===== src/rtl/l2_arbiter.sv =====
// l2_arbiter: shares one L2 port between the instruction-side and data-side
// L1 miss paths. One L2 transaction is in flight at a time. When both sides
// request together, a round-robin bit picks the side served less recently.
// Each grant captures the request into local registers so the requester may
// change its inputs while the L2 transaction is in progress.
module l2_arbiter #(
  parameter int ADDR_W = 32,
  parameter int LINE_W = 256
) (
  input  logic              clk,
  input  logic              rst,

  input  logic [ADDR_W-1:0] i_address,
  input  logic              i_read,
  output logic [LINE_W-1:0] i_rdata,
  output logic              i_resp,

  input  logic [ADDR_W-1:0] d_address,
  input  logic              d_read,
  input  logic              d_write,
  input  logic [LINE_W-1:0] d_wdata,
  output logic [LINE_W-1:0] d_rdata,
  output logic              d_resp,

  output logic [ADDR_W-1:0] l2_address,
  output logic              l2_read,
  output logic              l2_write,
  output logic [LINE_W-1:0] l2_wdata,
  input  logic [LINE_W-1:0] l2_rdata,
  input  logic              l2_resp
);

  typedef enum logic [1:0] {
    IDLE    = 2'd0,
    SERVE_I = 2'd1,
    SERVE_D = 2'd2
  } state_t;

  // last_served encoding: 0 = instruction side, 1 = data side
  localparam logic SIDE_I = 1'b0;
  localparam logic SIDE_D = 1'b1;

  state_t              state;
  state_t              next_state;
  logic                last_served;

  logic [ADDR_W-1:0]   lat_address;
  logic                lat_write;
  logic [LINE_W-1:0]   lat_wdata;

  logic                i_req;
  logic                d_req;
  logic                grant_i;
  logic                grant_d;

  assign i_req = i_read;
  assign d_req = d_read | d_write;

  // Round-robin choice among pending requesters; only meaningful in IDLE
  always_comb begin
    grant_i = 1'b0;
    grant_d = 1'b0;
    if (state == IDLE) begin
      if (i_req && d_req) begin
        grant_d = (last_served == SIDE_I);
        grant_i = (last_served == SIDE_D);
      end else begin
        grant_i = i_req;
        grant_d = d_req;
      end
    end
  end

  // State register
  always_ff @(posedge clk or negedge rst) begin
    if (!rst) begin
      state <= IDLE;
    end else begin
      state <= next_state;
    end
  end

  // Next-state logic: every transaction returns to IDLE, which guarantees an idle gap
  always_comb begin
    next_state = state;
    case (state)
      IDLE: begin
        if (grant_d) begin
          next_state = SERVE_D;
        end else if (grant_i) begin
          next_state = SERVE_I;
        end else begin
          next_state = IDLE;
        end
      end
      SERVE_I: begin
        if (l2_resp) begin
          next_state = IDLE;
        end
      end
      SERVE_D: begin
        if (l2_resp) begin
          next_state = IDLE;
        end
      end
      default: next_state = IDLE;
    endcase
  end

  // Round-robin history, updated when a transaction completes
  always_ff @(posedge clk or negedge rst) begin
    if (!rst) begin
      last_served <= SIDE_I;
    end else if (state == SERVE_I && l2_resp) begin
      last_served <= SIDE_I;
    end else if (state == SERVE_D && l2_resp) begin
      last_served <= SIDE_D;
    end
  end

  // Capture the granted request; a data-side write takes priority over a read
  always_ff @(posedge clk or negedge rst) begin
    if (!rst) begin
      lat_address <= '0;
      lat_write   <= 1'b0;
      lat_wdata   <= '0;
    end else if (grant_d) begin
      lat_address <= d_address;
      lat_write   <= d_write;
      lat_wdata   <= d_wdata;
    end else if (grant_i) begin
      lat_address <= i_address;
      lat_write   <= 1'b0;
      lat_wdata   <= '0;
    end
  end

  // Output decode: L2 command from captured registers, responses gated by the serving state
  always_comb begin
    l2_address = '0;
    l2_read    = 1'b0;
    l2_write   = 1'b0;
    l2_wdata   = '0;
    i_resp     = 1'b0;
    d_resp     = 1'b0;
    case (state)
      SERVE_I: begin
        l2_address = lat_address;
        l2_wdata   = lat_wdata;
        l2_read    = 1'b1;
        i_resp     = l2_resp;
      end
      SERVE_D: begin
        l2_address = lat_address;
        l2_wdata   = lat_wdata;
        l2_read    = ~lat_write;
        l2_write   = lat_write;
        d_resp     = l2_resp;
      end
      default: begin
        l2_address = '0;
        l2_read    = 1'b0;
        l2_write   = 1'b0;
        l2_wdata   = '0;
      end
    endcase
  end

  // Returned line goes to both requesters; only the resp strobe says whose it is
  assign i_rdata = l2_rdata;
  assign d_rdata = l2_rdata;

endmodule


===== config.mk =====
export PLATFORM = sky130hd
export DESIGN_NAME = l2_arbiter
export DESIGN_NICKNAME = d
export VERILOG_FILES = /design/src/rtl/l2_arbiter.sv
export SDC_FILE = /design/constraint.sdc
export NUM_CORES = 1
export LEC_CHECK = 0
export CAP_MARGIN = 15
export CORE_AREA = 2 2 543 545
export DETAILED_ROUTE_END_ITERATION = 10
export DIE_AREA = 0 0 545 547
export PLACE_DENSITY = 0.3
export SYNTH_ARGS = -nofsm -noshare
export SYNTH_HDL_FRONTEND = slang
export SYNTH_SLANG_ARGS = --single-unit

===== constraint.sdc =====
create_clock -name clk -period 5.7 [get_ports clk]
set_input_delay 1.14 -clock clk [delete_from_list [all_inputs] [get_ports clk]]
set_output_delay 1.14 -clock clk [all_outputs]
set_load 0.01 [all_outputs]

Word-level counts from Yosys, hierarchy flattened
Index checks and enable logic that the tools add are counted.
{"block": "word_totals", "reg_bits": 292, "in_bits": 582, "output_inout_bits": 804, "word_cells": 40}
{"block": "classes", "eq_ne": 3, "mux": 22, "bitwise": 3, "n_reduce_logical": 7}
{"cell": "256-bit 2-to-1 mux", "n": 3}
{"cell": "32-bit 2-to-1 mux", "n": 3}
{"cell": "1-bit 2-to-1 mux", "n": 12}
{"cell": "2-bit 2-to-1 mux", "n": 2}
{"cell": "2-bit case mux with 2 select lines", "n": 1}
{"cell": "2-bit nonzero test", "n": 2}
{"cell": "1-bit logical AND", "n": 3}
{"cell": "2-bit by 1-bit == test with 1-bit output (second input constant)", "n": 1}
{"cell": "2-bit == test (second input constant)", "n": 1}
{"cell": "2-bit logical NOT", "n": 1}
{"cell": "2-bit by 1-bit inequality test with 1-bit output (second input constant)", "n": 1}
{"cell": "1-bit NOT", "n": 2}
{"cell": "1-bit case mux with 2 select lines", "n": 1}
{"cell": "2-bit OR reduction", "n": 1}
{"cell": "1-bit bitwise OR", "n": 1}

Depth between registers and ports, before layout
Gate-level depths: netlist of run 1.
{"block": "logic_depth", "depth_word": 7, "depth_mapped": 8, "ltp_nobuf": 5}

Least setup slack after synthesis of run 1
Ideal clock, no wire load.
{"block": "synth_path", "path_type": "register to output", "startpoint": "reg state[0]", "endpoint": "out l2_address[0]", "arrival_time_ps": 1497, "required_ps": 4560, "setup_slack_ps": 3063, "path_stages_with_launch": 7, "path_buffers": 3, "cell_sequence": "dfrtp_1 > inv_1 > ha_1 > buf_2 > clkbuf_1 > clkbuf_1 > and2_1"}
{"block": "synth_via", "elab_chain_len": 3, "elab_cells_between_ends": 4, "classes_between": "eq/ne (2); mux (1); reduce/logical (1)"}
{"item": "start: declaration", "line_no": "43", "text": "state_t state;"}
{"item": "start signal: assignment", "line_no": "79", "text": "state <= next_state;"}
{"item": "2-bit by 1-bit == test with 1-bit output / 2-bit == test (equally long branches)", "line_no": "146", "text": "case (state)"}
{"item": "2-bit OR reduction (no source line) *"}
{"item": "32-bit 2-to-1 mux *", "line_no": "146"}
{"item": "end: declaration", "line_no": "25", "text": "output logic [ADDR_W-1:0] l2_address,"}
Mark *: on every way between the ends. The rest lies on a longest branch, timed or not.

Worst setup path after layout of run 1
{"block": "layout_path", "startpoint": "reg state[1]", "endpoint": "out l2_wdata[128]"}
{"block": "layout_via", "elab_chain_len": 3, "elab_cells_between_ends": 4, "classes_between": "eq/ne (2); mux (1); reduce/logical (1)"}
{"item": "2-bit by 1-bit == test with 1-bit output / 2-bit == test (equally long branches)", "line_no": "146"}
{"item": "2-bit OR reduction (no source line) *"}
{"item": "256-bit 2-to-1 mux *", "line_no": "146"}
{"item": "end: declaration", "line_no": "28", "text": "output logic [LINE_W-1:0] l2_wdata,"}
Marks and branches as above.

==> qor.csv, run 1 <==
stage,metric,value,unit
timing,final hold violation count,0,
timing,Period minus WS final,4.440,ns
critical_path,worst setup path class,register to output pin,
worst_hold_path,hold crit path type,input port to async pin,
flow_run,maximum capacitance violations,0,
die,Die Y-Extent,547,µm
clock_tree,number of clock buffers inserted by TritonCTS,48,
drt,first-pass iteration count of the detailed router,4,
synth,portion of the post-synthesis area used by sequential elements,43.65,%
synth,Unique masters post-synth,25,
final_layout,layout cells sized above 1,7.081,%
die,standard cell core area,292600,µm²
timing,fin crit share,77.89,%
clock_tree,CTS tree,done,
timing,setup skew after layout,0.02008,ns
synth,net count of the mapped netlist,2199,
grt,largest net degree at the start of global routing,139,
clock_tree,number of buffers on the longest clock path,3,
critical_path,critical path data required time,4.56,ns
clock_tree,Root Buffer Master,clkbuf_16,
clock_tree,post-cts resize count,0,
timing,headroom to the max-slew limit,27.84,%
final_layout,Area Overhead vs Synth,52.24,%
clock_tree,hold buffers post-CTS,0,
grt,initial antenna violation count,119,
grt,all-layer global routing usage,9.091,%
status,run status,"complete, no violations",
timing,max-slew violation total from the final report,0,
drt,number of DRC markers in iteration 0,688,
clock_tree,H-tree levels,2,
drt,drt drc,0,
drt,Total Wirelength,140.6,mm
grt,number of global-route vias before repair,13805,
power,power after layout,15.28,mW
grt,wire length of the first global-routing pass,172.5,mm
critical_path,Setup crit start kind,register,
final_layout,flip-flop and latch area,7307,µm²
drt,number of vias after detailed routing,12996,
placement,input/output buffers,617,
die,die area,298100,µm²
power,"IR drop worst, VDD",295.4,µV
clock_tree,number of clock sinks seen by CTS,292,
drt,number of nets still failing antenna checks after routing,0,
timing,Slew @ Worst Pin,1.082,ns
clock_tree,clock transition at the register clock pins on the worst setup and hold paths after CTS,0.06,ns
power,Power Dens Cells,599.5,nW/µm²
die,horizontal extent of the die,545,µm
drt,ratio of routed vias to standard cells,2.296,
timing,Highest Clock Rate,0.2252,GHz
drt,Wirelength per Cell,24.84,µm
synth,"FF+latch count, synth",292,
critical_path,WP data arrival,3.30,ns
final_layout,area used by multi-input combinational logic,4984,µm²
synth,post-synthesis instance area,16740,µm²
final_layout,final non-filler cell area,25480,µm²
timing,unrepaired setup endpoints after global routing,no,
timing,TNS Setup,0,ns
clock_tree,post-CTS repair timing setup buffer count,0,
synth,Avg Inst Size Synth,10.37,µm²
final_layout,Post-Route Utilization,8.710,%
placement,Final GP Congestion,0.6581,
critical_path,Critical Path End Type,output pin,
synth,number of instances in the synthesized netlist,1614,
critical_path,largest fanout of any net on the critical path,138,
placement,HPWL Detailed,117.9,mm
power,static leakage power,9.052,nW
die,initial core utilization,5.721,%
die,site row count,199,
synth,yosys synthesis warning count,0,
timing,final setup fails,0,
final_layout,Filler Cells Inserted,33799,
placement,placed cell area,23710,µm²
die,Ports,1386,
clock_tree,Skew-Pair Late Insertion Delay,0.70,ns
final_layout,final net count,2268,
grt,GRT Residual Overflow,0,
## placed cells by master, fill, tap and decap left out, drive strengths merged
cell type,instances
a21oi,32
a22o,257
a41oi,32
and2,291
buf,27
bufinv,5
clkbuf,66
clkdlybuf4s50,616
clkinv,11
clkinvlp,6
dfrtp,292
diode,18
ha,3
inv,5
mux2,1
nand2,2
nor2,36
nor2b,2
o211ai,1
o21a,1
o21ai,33
o2bb2ai,1
o31a,1
o31ai,1
or2,1
## cells by family (layout without fill, tap and decap cells)
family,after synthesis,count (layout),synth area share (%)
buf+inv,627,736,26.83
compound gates,359,359,17.34
simple gates,332,332,11.89
flops,292,292,43.65
fa+ha+maj,3,3,0.2243
mux,1,1,0.06727
other cells,0,18,0
## per-stage QoR
| step | hold slack [ns] | setup slack (ns) | cells |
|---|---|---|---|
| 2_1_floorplan | 0.4583 | 3.063 | 1614 |
| 3_3_place_gp | 0.4754 | 1.896 | 5552 |
| 3_5_place_dp | 0.4751 | 1.910 | 5552 |
| 4_1_cts | 0.3111 | 1.106 | 5642 |
| 5_1_grt | 0.3270 | 1.030 | 5647 |
| 6_report | 0.3372 | 1.260 | 5660 |
## report_power, final
| group | leakage [nW] | internal, mW | switching (mW) |
|---|---|---|---|
| registers | 3.70 | 3.10 | 1.56 |
| logic | 4.52 | 3.31 | 4.01 |
| clock network | 0.837 | 1.97 | 1.32 |
## cells in the mapped netlist
cell       number  share of area [%]
buf_2          37                1.1
o21a_1          1              0.045
o21ai_0        33               0.99
buf_1           4              0.090
nand2_1         2              0.045
clkbuf_1       43               0.96
a21oi_1        32               0.96
o2bb2ai_2       1              0.090
nor2_4          1              0.067
nor2b_1         2              0.075
inv_1           3              0.067
o31a_1          1              0.052
dfrtp_1       292                 44
buf_4         525                 24
a41oi_1        32                1.7
and2_1        291                 11
buf_8           2               0.18
nor2_1         35               0.78
ha_1            3               0.22
buf_6          13               0.87
o31ai_1         1              0.045
a22o_1        257                 13
o211ai_1        1              0.045
or2_1           1              0.037
mux2_2          1              0.067
## final timing paths
check | end | depth (start not counted) | from | slack, ns
setup / recovery | l2_wdata[128] | 5 | state[1] | 1.26
hold / removal | lat_wdata[70] | 1 | rst | 0.34
setup reg to reg | lat_wdata[60] | 6 | state[1] | 2.07
hold reg to reg | lat_wdata[179] | 1 | lat_wdata[179] | 0.49
max in group asynchronous | lat_wdata[2] | 2 | rst | 4.08
min in group clk | lat_wdata[179] | 1 | lat_wdata[179] | 0.49
## routing by layer
metal  wire [µm]  GRT usage (%)
met4        8763          5.164
met1       57970          10.93
met5         138         0.4489
met2       55370          12.75
met3       18340          4.746
## worst max-delay path: stages (launching register included)
cell and delay [ns]:
dfrtp_1 0.38, inv_1 0.10, ha_4 0.58, buf_12 0.44, and2_1 0.36, clkdlybuf4s50_1 0.59
## sequential cells by signal, summed over array words and instances (netlist names)
signal       flops
lat_wdata      256
lat_address     32
state            2
last_served      1
lat_write        1
## cell type report
type                    instances  area share [%]
repair buffers                643           25.51
inverters                       3         0.04419
well taps                    3919           19.24
multi-input cells             695           19.56
clock buffers                  66           5.573
flip-flops and latches        292           28.67
diodes                         18          0.1768
clock inverters                24           1.223
Power figures use the tool's default switching activity.
==> inputs of run 2 (changes only) <==
--- a/config.mk
+++ b/config.mk
@@ -6,9 +6,9 @@
 export NUM_CORES = 1
 export LEC_CHECK = 0
 export CAP_MARGIN = 15
-export CORE_AREA = 2 2 543 545
+export CORE_AREA = 2 2 534 536
 export DETAILED_ROUTE_END_ITERATION = 10
-export DIE_AREA = 0 0 545 547
+export DIE_AREA = 0 0 536 538
 export PLACE_DENSITY = 0.3
 export SYNTH_ARGS = -nofsm -noshare
 export SYNTH_HDL_FRONTEND = slang
==> constraint.sdc (replaced) <==
create_clock -name clk -period 4.4 [get_ports clk]
set_input_delay 0.88 -clock clk [delete_from_list [all_inputs] [get_ports clk]]
set_output_delay 0.88 -clock clk [all_outputs]
set_load 0.01 [all_outputs]
==> run 2 against run 1 <==
  * First-iteration DRC count fell by 27%
  * Cell area is essentially flat
  * Power grew 32%
  * Largest cell class unchanged
==> qor.csv, run 2 (synthesis results as in run 1) <==
stage,metric,value,unit,change
power,Power Dens Cells,792.4,nW/µm²,+32%
timing,fin crit share,89.18,%,
drt,met1 wire length,54.29,mm,-6.4%
die,horizontal extent of the die,536,µm,-1.7%
critical_path,endpoint of the most critical register-to-register path,lat_address[20],,
timing,final hold violation count,0,,unchanged
power,static leakage power,9.164,nW,+1.2%
final_layout,final net count,2269,,+0.044%
grt,all-layer global routing usage,9.523,%,+0.43 points
die,Die Y-Extent,538,µm,-1.6%
timing,setup skew after layout,0.02613,ns,+0.006052 ns
drt,number of DRC markers in iteration 0,503,,-27%
placement,placed cell area,23520,µm²,-0.80%
timing,worst hold slack after final layout,0.2674,ns,-0.06985 ns
critical_path,Setup crit start kind,register,,
final_layout,most frequent cells in the layout,"615 x clkdlybuf4s50_1, 292 x dfrtp_1, 291 x and2_1, 257 x a22o_1, 53 x clkbuf_16",,
clock_tree,CTS tree,done,,
clock_tree,H-tree levels,2,,unchanged
drt,routed wl met3,20.30,mm,+11%
final_layout,Area Overhead vs Synth,52.30,%,about the same
die,die area,288400,µm²,-3.3%
drt,ratio of routed vias to standard cells,2.373,,+3.4%
timing,max-slew violation total from the final report,0,,unchanged
die,site row count,196,,-1.5%
final_layout,Largest register FFs,256,,unchanged
drt,drt drc,0,,unchanged
final_layout,leading registers by flop count,"lat_wdata: 256 flops, lat_address: 32 flops, state: 2 flops",,
clock_tree,post-CTS repair timing setup buffer count,0,,unchanged
placement,HPWL Detailed,118.2,mm,+0.24%
critical_path,worst reg2reg startpoint,state[1],,
timing,Slew @ Worst Pin,1.014,ns,-0.06838 ns
clock_tree,number of clock buffers inserted by TritonCTS,51,,+6.3%
grt,number of global-route vias before repair,13731,,-0.54%
final_layout,layout cells sized above 1,7.130,%,+0.050 points
grt,wire length of the first global-routing pass,174.6,mm,+1.2%
timing,final setup fails,0,,unchanged
worst_hold_path,hold crit path type,input port to async pin,,
clock_tree,clock transition at the register clock pins on the worst setup and hold paths after CTS,0.07,ns,about the same
final_layout,"commonest non-fill, non-tap cell in the layout",clkdlybuf4s50_1,,
final_layout,"Most flops, register",lat_wdata,,
critical_path,largest fanout of any net on the critical path,79,,-43%
drt,Wirelength per Cell,25.97,µm,+4.6%
flow_run,maximum capacitance violations,0,,unchanged
timing,unrepaired setup endpoints after global routing,no,,
critical_path,FF-to-FF path depth,7,,+1
final_layout,final non-filler cell area,25490,µm²,about the same
clock_tree,number of buffers on the longest clock path,3,,unchanged
critical_path,WP data arrival,3.04,ns,-0.26 ns
critical_path,worst reg-to-reg setup slack,1.92,ns,-0.15 ns
clock_tree,number of clock sinks seen by CTS,292,,unchanged
grt,GRT Residual Overflow,0,,unchanged
timing,Highest Clock Rate,0.2548,GHz,
drt,first-pass iteration count of the detailed router,4,,unchanged
drt,Total Wirelength,143.0,mm,+1.7%
drt,met2 routed WL,58.67,mm,+6.0%
power,power after layout,20.20,mW,+32%
die,Ports,1386,,unchanged
drt,top sig layer,met5,,
timing,Period minus WS final,3.924,ns,
critical_path,worst setup path class,register to output pin,,
timing,headroom to the max-slew limit,32.39,%,+4.6 points
placement,input/output buffers,617,,unchanged
clock_tree,post-cts resize count,0,,unchanged
critical_path,Critical Path End Type,output pin,,
grt,largest net degree at the start of global routing,111,,-20%
power,"IR drop worst, VDD",426.6,µV,+44%
timing,TNS Setup,0,ns,unchanged
drt,number of vias after detailed routing,13066,,+0.54%
placement,Final GP Congestion,0.6722,,+2.1%
grt,initial antenna violation count,133,,+12%
drt,number of nets still failing antenna checks after routing,0,,unchanged
die,initial core utilization,5.910,%,+0.19 points
clock_tree,Skew-Pair Late Insertion Delay,0.68,ns,-0.02 ns
die,standard cell core area,283200,µm²,-3.2%
critical_path,critical path data required time,3.52,ns,-1.04 ns
clock_tree,hold buffers post-CTS,0,,unchanged
clock_tree,Root Buffer Master,clkbuf_16,,
status,run status,"complete, no violations",,
## run 2: per-stage QoR
stage | cells | util [%] | worst slack, ns
after floorplan | 1614 | - | 2.023
after global placement | 5393 | 8.303 | 1.140
after detailed placement | 5393 | 8.303 | 1.111
after CTS | 5487 | 8.984 | 0.2805
after global routing | 5489 | 8.985 | 0.2097
final | 5506 | 9.000 | 0.4761
## run 2: final cells by class
class                   instances  area (µm²)
diodes                         19       47.55
clock buffers                  69        1496
clock inverters                25       431.7
fillers                     32729      257800
inverters                       3       11.26
multi-input cells             695        4984
flip-flops and latches        292        7307
well taps                    3762        4707
repair buffers                641        6509
## run 2: worst max-delay path, stage by stage (launching register included)
cell             delay, ns
dfrtp_1               0.39
inv_1                 0.10
ha_4                  0.33
buf_12                0.23
buf_12                0.30
and2_1                0.27
clkdlybuf4s50_1       0.58
## run 2: worst max path at each step
stage	startpoint	endpoint	slack, ns	depth (start not counted)
final	state[1]	l2_wdata[103]	0.48	6
after detailed placement	state[1]	l2_wdata[188]	1.11	5
after global placement	state[0]	l2_wdata[195]	1.14	5
after floorplan	state[0]	l2_address[0]	2.02	6
after CTS	state[1]	l2_wdata[188]	0.28	5
after global routing	state[1]	l2_wdata[188]	0.21	5
## run 2: layer usage
layer | global-route usage, % | vias up
met1 | 10.48 | 6176
met5 | 0.6908 | -
met3 | 5.740 | 511
met4 | 5.301 | 16
met2 | 14.04 | 1158
li1 | - | 5205
## run 2: where the power goes
group	switching (mW)	internal (mW)	leakage, nW	total [mW]
logic	5.33	4.27	4.52	9.60
registers	1.81	4.02	3.70	5.83
clock network	1.75	3.02	0.948	4.77
total	8.89	11.3	9.16	20.2
==> inputs of run 3 (changes only) <==
--- a/config.mk
+++ b/config.mk
@@ -5,10 +5,11 @@
 export SDC_FILE = /design/constraint.sdc
 export NUM_CORES = 1
 export LEC_CHECK = 0
+export ABC_AREA = 1
 export CAP_MARGIN = 15
-export CORE_AREA = 2 2 534 536
+export CORE_AREA = 10 10 535 537
 export DETAILED_ROUTE_END_ITERATION = 10
-export DIE_AREA = 0 0 536 538
+export DIE_AREA = 0 0 545 547
 export PLACE_DENSITY = 0.3
 export SYNTH_ARGS = -nofsm -noshare
 export SYNTH_HDL_FRONTEND = slang
==> run 3 against run 2 <==
  * Sequential cell count stayed put
  * Cell area is 4.1% higher
  * Wire length is 13% higher
  * First-iteration DRC count is 100% higher
  * Clock skew is 0.0096 ns higher
  * Worst hold slack worse by 0.054 ns
  * Via count is 21% higher
  * Clock power is 22% lower
  * Power is 7.4% lower
  * Setup slack better by 0.13 ns
  * Non-clock buffer count is 3 higher
  * Critical path depth stayed put
==> qor.csv, run 3 <==
stage,metric,value,unit,change
final_layout,"commonest non-fill, non-tap cell in the layout",nand2_1,,
critical_path,worst reg-to-reg setup slack,1.93,ns,about the same
timing,TNS Setup,0,ns,unchanged
final_layout,most frequent cells in the layout,"645 x nand2_1, 617 x inv_1, 615 x clkdlybuf4s50_1, 292 x dfrtp_1, 188 x o21ai_1",,
placement,input/output buffers,617,,unchanged
power,net switching fraction of the power,47.42,%,+3.4 points
synth,"Top FF cell, synth",dfrtp_1,,
grt,initial antenna violation count,41,,-69%
synth,Synth area leaders,"dfrtp_1 40%, buf_4 21%, nand2_1 13%",,
status,run status,"complete, no violations",,
critical_path,WP data arrival,2.91,ns,-0.13 ns
power,P_sw,8.873,mW,-0.20%
die,die area,298100,µm²,+3.4%
clock_tree,number of clock buffers inserted by TritonCTS,46,,-9.8%
drt,number of vias after detailed routing,15819,,+21%
synth,portion of the post-synthesis area used by sequential elements,39.83,%,-3.8 points
critical_path,cell family with most CP delay,buffers and inverters,,
placement,Final GP Congestion,0.8497,,+26%
critical_path,critical path data required time,3.52,ns,about the same
clock_tree,H-tree levels,2,,unchanged
timing,setup skew after layout,0.03577,ns,+0.009640 ns
critical_path,FF-to-FF path depth,8,,+1
critical_path,Critical Path End Type,output pin,,
synth,dominant cell type by area after synthesis,dfrtp_1,,
synth,async set-or-reset flop fraction in the synthesized netlist,100.0,%,unchanged
critical_path,Setup crit start kind,register,,
synth,post-synthesis instance area,18350,µm²,+9.6%
critical_path,number of buffer and inverter instances along the worst setup path,4,,unchanged
drt,number of DRC markers in iteration 0,1020,,+100%
clock_tree,number of buffers on the longest clock path,3,,unchanged
synth,most numerous cell types in the synthesized netlist,"645 x nand2_1, 617 x inv_1, 516 x buf_4",,
final_layout,Area Overhead vs Synth,44.67,%,
placement,HPWL Detailed,139.0,mm,+18%
die,initial core utilization,6.659,%,+0.75 points
clock_tree,post-cts resize count,0,,unchanged
synth,number of enable flip-flop cells after synthesis,0,,unchanged
timing,headroom to the max-slew limit,38.12,%,+5.7 points
drt,Total Wirelength,161.2,mm,+13%
timing,max-slew violation total from the final report,0,,unchanged
grt,GRT Residual Overflow,0,,unchanged
timing,Highest Clock Rate,0.2638,GHz,+3.5%
grt,all-layer global routing usage,10.31,%,+0.79 points
timing,fin crit share,86.17,%,-3.0 points
power,internal power contribution,9.837,mW,-13%
synth,number of instances in the synthesized netlist,2514,,+56%
clock_tree,clock transition at the register clock pins on the worst setup and hold paths after CTS,0.06,ns,about the same
clock_tree,post-CTS repair timing setup buffer count,0,,unchanged
power,static leakage power,12.88,nW,+41%
final_layout,leading registers by flop count,"lat_wdata: 256 flops, lat_address: 32 flops, state: 2 flops",,
timing,Slew @ Worst Pin,0.9282,ns,-0.08589 ns
synth,Avg Inst Size Synth,7.298,µm²,-30%
drt,number of nets still failing antenna checks after routing,0,,unchanged
synth,Unique masters post-synth,23,,-8.0%
clock_tree,Skew-Pair Late Insertion Delay,0.67,ns,about the same
worst_hold_path,hold crit path type,input port to async pin,,
clock_tree,hold buffers post-CTS,0,,unchanged
critical_path,sequence of cells on the critical path,"inv_1, ha_4, buf_12, nand2_1, inv_1, clkdlybuf4s50_1",,
drt,drt drc,0,,unchanged
power,Comb power frac,49.7,%,+2.2 points
final_layout,layout cells sized above 1,4.046,%,-3.1 points
final_layout,final net count,3171,,+40%
grt,largest net degree at the start of global routing,105,,-5.4%
die,horizontal extent of the die,545,µm,+1.7%
timing,Period minus WS final,3.791,ns,-0.1325 ns
drt,first-pass iteration count of the detailed router,5,,+1
drt,Wirelength per Cell,25.43,µm,-2.1%
die,standard cell core area,275500,µm²,-2.7%
timing,final setup fails,0,,unchanged
critical_path,largest fanout of any net on the critical path,77,,-2.5%
synth,fraction of post-synthesis cell area in the top cell type by area,39.83,%,-3.8 points
timing,final hold violation count,0,,unchanged
power,power after layout,18.71,mW,-7.4%
critical_path,endpoint of the most critical register-to-register path,lat_wdata[168],,
critical_path,Critical Path Max Stage Delay,0.65,ns,+0.07 ns
synth,yosys synthesis warning count,0,,unchanged
clock_tree,CTS tree,done,,
final_layout,"Most flops, register",lat_wdata,,
critical_path,cell with the largest stage delay on the worst path,clkdlybuf4s50_1,,
final_layout,Largest register FFs,256,,unchanged
critical_path,worst reg2reg startpoint,state[0],,
synth,net count of the mapped netlist,3099,,+41%
critical_path,worst setup path class,register to output pin,,
power,"IR drop worst, VDD",375.8,µV,-12%
synth,"FF+latch count, synth",292,,unchanged
grt,number of global-route vias before repair,16607,,+21%
timing,unrepaired setup endpoints after global routing,no,,
die,Die Y-Extent,547,µm,+1.7%
synth,most frequently used cell type in the post-synthesis netlist,nand2_1,,
die,site row count,193,,-1.5%
power,Power Dens Cells,705.0,nW/µm²,-11%
drt,ratio of routed vias to standard cells,2.496,,+5.2%
power,sequential cell fraction of total power,30.3,%,+1.4 points
critical_path,cell occurring most often along the worst timing path,inv_1,,
clock_tree,number of clock sinks seen by CTS,292,,unchanged
grt,wire length of the first global-routing pass,200.1,mm,+15%
flow_run,maximum capacitance violations,0,,unchanged
clock_tree,Root Buffer Master,clkbuf_16,,
power,part of the total power dissipated in the clock network,20.0,%,-3.6 points
die,Ports,1386,,unchanged
-- run 3: cell types whose count changed after synthesis, sizes merged, moves of 29 or more --
cell,before,now
inv,3,620
a21oi,32,3
and2,291,0
nand2,2,649
o21ai,33,258
a22o,257,0
a41oi,32,0
nand4,0,32
nor2,36,2
nand3,0,33
-- run 3: worst register-to-register path, stage by stage, from the launching register on --
cell and delay (ns):
dfrtp_1 0.38, inv_1 0.13, ha_4 0.56, nand2_2 0.19
nand2_4 0.14, clkinv_8 0.26, buf_12 0.42, nand2_1 0.17
o21ai_1 0.07
-- run 3: per-stage QoR --
| step | hold slack, ns | utilization [%] | setup slack (ns) | std cells | cell area, µm² |
|---|---|---|---|---|---|
| 2_1_floorplan | 0.4494 | - | 2.133 | 2514 | 18350 |
| 3_3_place_gp | 0.4663 | 9.091 | 1.288 | 6243 | 25050 |
| 3_5_place_dp | 0.4668 | 9.091 | 1.265 | 6243 | 25050 |
| 4_1_cts | 0.1844 | 9.621 | 0.4926 | 6325 | 26510 |
| 5_1_grt | 0.2231 | 9.622 | 0.3815 | 6326 | 26510 |
| 6_report | 0.2129 | 9.633 | 0.6086 | 6338 | 26540 |
-- run 3: routing by layer --
metal	vias up	part of all wire, %	GRT usage [%]
li1	6918	-	-
met1	7322	32	9.575
met2	1298	43	15.68
met3	261	22	10.18
met4	20	3.4	3.139
met5	-	0.27	1.010
-- run 3: area by class of cell --
class | count | area (µm²)
clock buffer | 66 | 1276
clock inverter | 16 | 183.9
timing repair buffer | 644 | 6556
antenna | 13 | 32.53
fill | 32264 | 249000
tap | 3705 | 4636
multi-input combinational | 982 | 4210
sequential | 292 | 7307
inverter | 620 | 2340
-- run 3: cells by family (layout without fill, tap and decap cells) --
kind of cell	Yosys count	count (layout)	share of synthesized area (%)
compound gates	262	262	7.154
flops	292	292	39.83
other cells	0	13	0
fa+ha+maj	3	3	0.2046
buf+inv	1240	1346	37.33
simple gates	717	717	15.48
-- run 3: how the worst max path moves through the flow --
stage | start | end | slack (ns) | cells past startpoint
final | state[1] | l2_wdata[158] | 0.61 | 6
after global placement | state[1] | l2_wdata[158] | 1.29 | 6
after floorplan | state[1] | l2_address[0] | 2.13 | 7
after global routing | state[1] | l2_address[30] | 0.38 | 7
after CTS | state[1] | l2_address[30] | 0.49 | 7
after detailed placement | state[1] | l2_address[30] | 1.26 | 7
-- run 3: power by group through the flow --
stage	sequential, mW	clock, mW	combinational [mW]
2_1_floorplan	4.60	0	5.01
6_report	5.67	3.74	9.30
3_3_place_gp	5.78	0	9.59
5_1_grt	5.86	4.03	10.4
3_5_place_dp	5.72	0	9.57
4_1_cts	5.72	3.94	9.64
==> variant: new RTL, config.mk and constraints of run 2 <==
The parameter `ADDR_W` goes from 32 to 64.
--- a/src/rtl/l2_arbiter.sv
+++ b/src/rtl/l2_arbiter.sv
@@ -6,3 +6,3 @@
 module l2_arbiter #(
-  parameter int ADDR_W = 32,
+  parameter int ADDR_W = 64,
   parameter int LINE_W = 256
Interface: changed (resized d_address, i_address and l2_address); port bits go from 1386 to 1482. The function was not compared with the original's and may differ.
==> variant against run 2 <==
Setup slack worse by 0.24 ns. Area after synthesis grew 10%. Sequential power increased by 15%. Register-to-register slack worse by 0.26 ns. Non-clock buffer count rose by 115. Sequential cell count rose by 32. Cell count increased by 5.7%. Power grew 13%. Critical path depth shrank 1. Wire length grew 8.2%. Cell area is 11% higher.
==> variant: results (changes against run 2) <==
* Status: complete, no violations (unchanged)
* Global-route wire length before repair at 189000 um (was 175000 um)
* Commonest cells post-synth: buf_4, dfrtp_1, and2_1, a22o_1, clkbuf_1 (unchanged)
* Static Leakage at 10.2 nW (was 9.16 nW)
* Data arrival, critical path at 3.28 ns (was 3.04 ns)
* FF-to-FF Start: state[0] (was state[1])
* Syn_area_per_cell at 10.1 um2 (was 10.4 um2)
* Routability cong. at 0.719 (was 0.672)
* Yosys cell types at 23 (was 25)
* Met2 GRT Util at 14.5% (was 14.0%)
* Vias in the first global route at 15500 (was 13700)
* FF-to-FF setup slack at 1.66 ns (was 1.92 ns)
* Via-per-instance ratio at 2.58 (was 2.37)
* Synth area leaders: dfrtp_1, buf_4, a22o_1 (unchanged)
* Clk_lat worst skew at 0.76 ns (was 0.68 ns)
* Initial antenna violation count at 108 (was 133)
* HP Class: in -> async (unchanged)
* Switching Power at 10.5 mW (was 8.89 mW)
* Seq pwr share at 29.5% (was 28.9%)
* Met3 Resource Use GR at 5.32% (was 5.74%)
* Layout cells sized above 1 at 7.48% (was 7.13%)
* Placed Cells at 5699 (was 5393)
* Crit Path Category: reg -> out (unchanged)
* Worst R2R Path Depth at 5 (was 7)
* CP max-delay cell: ha_4 (was clkdlybuf4s50_1)
* VDD IR max at 0.000339 V (was 0.000427 V)
* Final #Nets at 2641 (was 2269)
* Critical Path Max Stage Delay at 0.64 ns (was 0.58 ns)
* Met3 Routed Length at 19600 um (was 20300 um)
* Pin count of the biggest net entering global routing at 110 (was 111)
* Clock power frac at 20.2% (was 23.6%)
* Mapped Nets at 2483 (was 2199)
* Hpwl dp at 127000 um (was 118000 um)
* End of the critical path: l2_address[28] (was l2_wdata[103])
* TritonCTS Buffers at 52 (was 51)
* Port-buffer cells at 713 (was 617)
* Multiplexer area fraction after synthesis at 0.0610% (was 0.0673%)
* DR WL met2 at 61900 um (was 58700 um)
* Synth Area in Adders at 0.203% (was 0.224%)
* 1st-iter DRT viols at 732 (was 503)
* PD cells at 806 nW/um2 (was 792 nW/um2)
* Post-synthesis compound-gate area fraction at 19.0% (was 17.3%)
* Final non-filler cell total at 5818 (was 5506)
* Hold-fix buffers, CTS at 0 (unchanged)
* FF-to-FF End: lat_address[24] (was lat_address[20])
* Worst-path maximum fanout at 87 (was 79)
* Regs by FF count: lat_wdata x256, lat_address x64, state x2 (was lat_wdata x256, lat_address x32, state x2)
* Gr usage total at 10.3% (was 9.52%)
==> variant: worst max-delay path, delay by kind of cell, from the launching register on <==
| family | cells | cell delay (ns) |
|---|---|---|
| buffers and inverters | 3 | 1.06 |
| and+or+nand+nor | 1 | 0.31 |
| DFF | 1 | 0.39 |
| adders and majority gates | 1 | 0.64 |
==> variant: per-stage QoR <==
step,utilization [%],cell area (um2),hold slack (ns),setup slack [ns]
after floorplan,-,18500,0.458,2.01
after global placement,9.30,26300,0.475,0.700
after detailed placement,9.30,26300,0.474,0.813
after CTS,9.94,28200,0.113,0.0793
after global routing,9.95,28200,0.164,0.0659
final,9.97,28200,0.168,0.240
==> variant: layout make-up <==
class	instances	area, um2
repair buffers	756	7620
flip-flops and latches	324	8110
diodes	25	62.6
well taps	3762	4710
clock inverters	25	362
inverters	3	12.5
fillers	32600	255000
clock buffers	68	1440
multi-input cells	855	5910
==> variant: timing repair <==
item | in CTS | in global routing
buffers inserted | 1 | 0
resized for setup | 0 | 0
setup endpoints to repair | 2 | 0
